$ cat src/rtl/coeff_block_buffer_pkg.sv
// coeff_block_buffer_pkg: shared sizes, line type and control states for the block buffer
package coeff_block_buffer_pkg;
  localparam int BLOCK_BUFF_SIZE = 64;
  localparam int Q = 16;
  localparam int NUM_COMP = 3;
  localparam int ZRL_RUN = 15;
  typedef logic [BLOCK_BUFF_SIZE-1:0][Q-1:0] coeff_line_t;
  typedef enum logic {FILL, OUT} state_t;
endpackage

$ cat src/rtl/dc_predictor.sv
// dc_predictor: per-component DC predictors turning a DC difference into an absolute DC value
module dc_predictor
  import coeff_block_buffer_pkg::*;
(
  input  logic         clock,
  input  logic         reset,
  input  logic         clear,
  input  logic         upd,
  input  logic [1:0]   comp,
  input  logic [Q-1:0] diff,
  output logic [Q-1:0] dc
);
  logic [Q-1:0] pred [NUM_COMP];
  logic [Q-1:0] base;
  // a clear in the same cycle as a DC symbol makes that symbol predict from zero
  always_comb begin
    base = clear ? '0 : comp == 2'd1 ? pred[1] : comp == 2'd2 ? pred[2] : pred[0];
    dc = base + diff;
  end
  // the updated component keeps the new DC, the others are wiped by clear
  always_ff @(posedge clock)
    for (int i = 0; i < NUM_COMP; i++)
      pred[i] <= reset ? '0 : upd && comp == 2'(i) ? dc : clear ? '0 : pred[i];
endmodule

$ cat src/rtl/coeff_block_buffer.sv
// coeff_block_buffer: builds one zigzag-ordered coefficient block from run/level symbols
module coeff_block_buffer
  import coeff_block_buffer_pkg::*;
(
  input  logic                                clock,
  input  logic                                reset,
  input  logic                                restart,
  input  logic                                sym_valid,
  output logic                                sym_ready,
  input  logic                                sym_eob,
  input  logic [3:0]                          sym_run,
  input  logic [Q-1:0]                        sym_coeff,
  input  logic [1:0]                          sym_comp,
  output logic                                blk_valid,
  input  logic                                blk_ready,
  output logic [BLOCK_BUFF_SIZE-1:0][Q-1:0]   blk_line,
  output logic [1:0]                          blk_comp,
  output logic                                err
);
  state_t state;
  logic [6:0] idx;
  logic [6:0] p;
  logic [1:0] comp;
  logic [Q-1:0] dc;
  logic dc_acc;
  // handshake flags come straight from the state register
  always_comb begin
    sym_ready = state == FILL;
    blk_valid = state == OUT;
    p = idx + 7'(sym_run);
    comp = sym_comp == 2'd3 ? 2'd0 : sym_comp;
    dc_acc = state == FILL && sym_valid && !sym_eob && idx == 7'd0;
  end
  dc_predictor u_pred (
    .clock (clock),
    .reset (reset),
    .clear (restart),
    .upd   (dc_acc),
    .comp  (comp),
    .diff  (sym_coeff),
    .dc    (dc)
  );
  // FILL accumulates symbols into the line; OUT holds it until downstream takes it
  always_ff @(posedge clock)
    if (reset) begin
      state <= FILL;
      idx <= '0;
      blk_line <= '0;
      blk_comp <= '0;
      err <= 1'b0;
    end else if (state == OUT) begin
      if (blk_ready) begin
        state <= FILL;
        idx <= '0;
        blk_line <= '0;
      end
    end else if (sym_valid) begin
      if (sym_eob) begin
        if (idx == 7'd0) err <= 1'b1;
        else state <= OUT;
      end else if (idx == 7'd0) begin
        blk_line[0] <= dc;
        blk_comp <= comp;
        idx <= 7'd1;
        err <= err | (sym_comp == 2'd3);
      end else if (p[6]) begin
        err <= 1'b1;
        state <= OUT;
      end else begin
        blk_line[p[5:0]] <= sym_coeff;
        idx <= p + 7'd1;
        if (p == 7'd63) state <= OUT;
      end
    end
endmodule

$ cat config.mk
export PLATFORM = sky130hd
export DESIGN_NAME = coeff_block_buffer
export DESIGN_NICKNAME = d
export VERILOG_FILES = /design/src/rtl/coeff_block_buffer_pkg.sv /design/src/rtl/dc_predictor.sv /design/src/rtl/coeff_block_buffer.sv
export SDC_FILE = /design/constraint.sdc
export NUM_CORES = 2
export LEC_CHECK = 0
export ABC_CLOCK_PERIOD_IN_PS = 4950
export CAP_MARGIN = 10
export CORE_AREA = 3 3 412 414
export DETAILED_ROUTE_END_ITERATION = 10
export DIE_AREA = 0 0 415 417
export HOLD_SLACK_MARGIN = 0.15
export PLACE_DENSITY = 0.4
export SYNTH_ARGS = -nofsm -noshare
export SYNTH_HDL_FRONTEND = slang
export SYNTH_HIERARCHICAL = 1
export SYNTH_SLANG_ARGS = --single-unit
$ cat constraint.sdc
create_clock -name clock -period 4.95 [get_ports clock]
set_input_delay 0.495 -clock clock [delete_from_list [all_inputs] [get_ports clock]]
set_output_delay 0.495 -clock clock [all_outputs]
set_load 0.02 [all_outputs]
==> impl_metrics.ini <==
[outcome]
status = finished, final reports clean

[grt]
grt-ovfl-total = 0
grt_pass1_vias = 30600
grtUsageMet3_pct = 5.02
grt_max_degree = 64
grt_util_met2_pct = 38.4
antenna_found_initial = 11
grt_usage_pct = 21.9
gr-usage-met1_pct = 26.3
grt_pass1_wl_mm = 268
busiest_layer = met2

[floorplan]
core_um2 = 167000
io_pins = 1057
die-area_um2 = 173000
die-width_um = 415
start_util_pct = 22.1
rows = 150
chipHeight_um = 417

[cts]
post_cts_buffers = 0
clockRootBuffer = clkbuf_16
cts_resized = 0
clkLatencyLatePin_ns = 0.78
postCtsHoldBufs = 0
cts_max_level = 4
cts_buffers = 133
clk_pin_slew_worst_paths_ns = 0.06
clockBufferDepth = 3
cts_tree = built
cts_sinks = 1083

[finish]
final_common_cell = dfxtp_1
final_cell_mix = 1083 x dfxtp_1, 1055 x clkdlybuf4s50_1, 880 x a22o_1, 159 x buf_4, 145 x o2bb2ai_1
area_growth_pct = 48.8
nets = 4246
fin_cells = 6511
drive_above_1_share_pct = 11.5

[critical_path]
crit_family = XOR/XNOR gates
reg2reg_from = idx[0]
cp.required_ns = 5.62
startpoint_type = flip-flop
cp_common_cell = buf_4
crit_type = flip-flop to flip-flop
cpMaxStageDelayCell = xor2_2
slowest_delay_ns = 0.84
cp-end-kind = flip-flop
cp_max_fo = 19
cp.arrival_ns = 4.46
crit_start = idx[0]
path_buf_inv = 3
worstPathCellList = ha_1 -> fa_1 -> xor2_2 -> nand2_1 -> buf_4 -> nor2_1 -> buf_4 -> o21ai_1 -> buf_4 -> a22o_1

[pwr]
ir_drop_mv = 0.355
power_density_nw_per_um2 = 363
power_leakage_nw = 19.9
power.total_w = 0.0199

[timing]
rsz0062_at_grt = no
hold_viol = 0
clock.fmax_mhz = 264
setup_tns_ns = 0
setup_viol = 0
tightest_slew_ns = 1.10
drv_slew = 0
period_minus_slack_ns = 3.79
finClkSkew_ns = 0.0297
relSlewSlack_pct = 26.4
finalCritPeriodShare_pct = 76.5

[yosys]
synthFlopType = dfxtp_1
synth_top_area_cell = dfxtp_1
syn-cell-area_um2 = 36900
synth_warnings = 6
synth_top_area_share_pct = 58.8
synth_cells = 3138
yosys-top-cells-area = dfxtp_1 59%, a22o_1 21%, o2bb2ai_1 3.4%
avgSynthCellArea_um2 = 11.7
syn_nets = 3188
synth-async-reset-ratio_pct = 0
synth_edf_count = 0
synth_cell_types = 74
yosysSeqAreaShare_pct = 58.8
synth-seq-cells = 1083

[route]
routed_via_density = 4.78
drcViolationCount = 0
detail_route.wl_per_cell_um = 30.4
dr.pass1.iters = 5
drt_iter0_markers = 2305
drt-total-wl_mm = 198
drtAntennaViolNets = 0
num_vias = 31100

[placed_design]
dpl.hpwl_mm = 140
port_buffers = 1056
placed_cells = 6265
gp_congestion = 0.791

[flow_run]
cap_viol_max_count = 0

[min_path]
hold_class = input port to flip-flop
hold_start = reset
## through the flow
step | hold slack (ns) | setup WS, ns | util [%] | instance area (um^2)
after floorplan | 0.448 | 1.27 | - | 36900
after global placement | 0.443 | 0.424 | 30.2 | 50400
after detailed placement | 0.445 | 0.558 | 30.2 | 50400
after CTS | 0.191 | 1.12 | 32.9 | 54800
after global routing | 0.253 | 0.903 | 32.9 | 54800
final | 0.276 | 1.16 | 32.9 | 54800
## path summary, 6_finish.rpt
check / to / slack, ns / cells after the start
hold reg to reg: blk_line[299] / 0.46 / 1
setup reg to reg: blk_line[751] / 1.16 / 10
hold / removal: blk_comp[0] / 0.28 / 2
setup / recovery: blk_line[751] / 1.16 / 10
## sequential cells by signal, summed over array words and instances (netlist names)
signal	flops
blk_line	1024
blk_valid	1
err	1
blk_comp	2
idx	7
u_pred/pred	48
## synthesized netlist by cell type (8+ instances only)
cell type and number:
nor2b_1 26, and3_1 12, o21ai_0 22, mux2i_1 20, nor4_4 8, inv_1 16
a22oi_1 17, nand2_1 86, nor2_2 25, nand4_1 10, o21ai_2 18, ha_1 20
nor2_1 77, nand3_1 50, buf_4 21, nand4b_1 15, o31a_1 14, buf_1 10
o2bb2ai_1 145, a21oi_1 79, nand2b_1 35, o21ai_1 24, buf_2 151, a22o_1 880
clkbuf_1 118, dfxtp_1 1083, nor3_1 12, xnor2_1 16, a21oi_2 14
## where the power goes
part | leakage, nW | internal [W] | switching, W | total (W)
sequential | 8.72 | 0.00875 | 0.0000222 | 0.00877
clock | 2.19 | 0.00580 | 0.00411 | 0.00991
combinational | 9.02 | 0.000302 | 0.000935 | 0.00124
## final cells by class
cell class / count / area (um^2)
inverter: 16 / 60.1
fill: 16900 / 112000
multi-input combinational: 1734 / 13800
clock inverter: 42 / 499
sequential: 1083 / 21700
timing repair buffer: 1228 / 12000
tap: 2204 / 2760
antenna: 6 / 15.0
clock buffer: 198 / 3960
## logic make-up after synthesis
kind of cell               after synthesis  share of synthesized area [%]
DFF                                   1083                           58.8
muxes                                   20                          0.543
AOI/OAI and AO/OA                     1269                           28.9
buffers and inverters                  321                           4.10
and+or+nand+nor                        401                           6.23
adders and majority gates               22                          0.787
xor gates and xnor gates                22                          0.584
## routing by layer
| metal | vias to the layer above | part of all wire (%) |
|---|---|---|
| li1 | 14100 | - |
| met1 | 15700 | 41 |
| met2 | 1063 | 50 |
| met3 | 226 | 5.5 |
| met4 | 0 | 2.9 |
| met5 | - | 0 |
No activity file was read; power rests on OpenSTA's default activity.
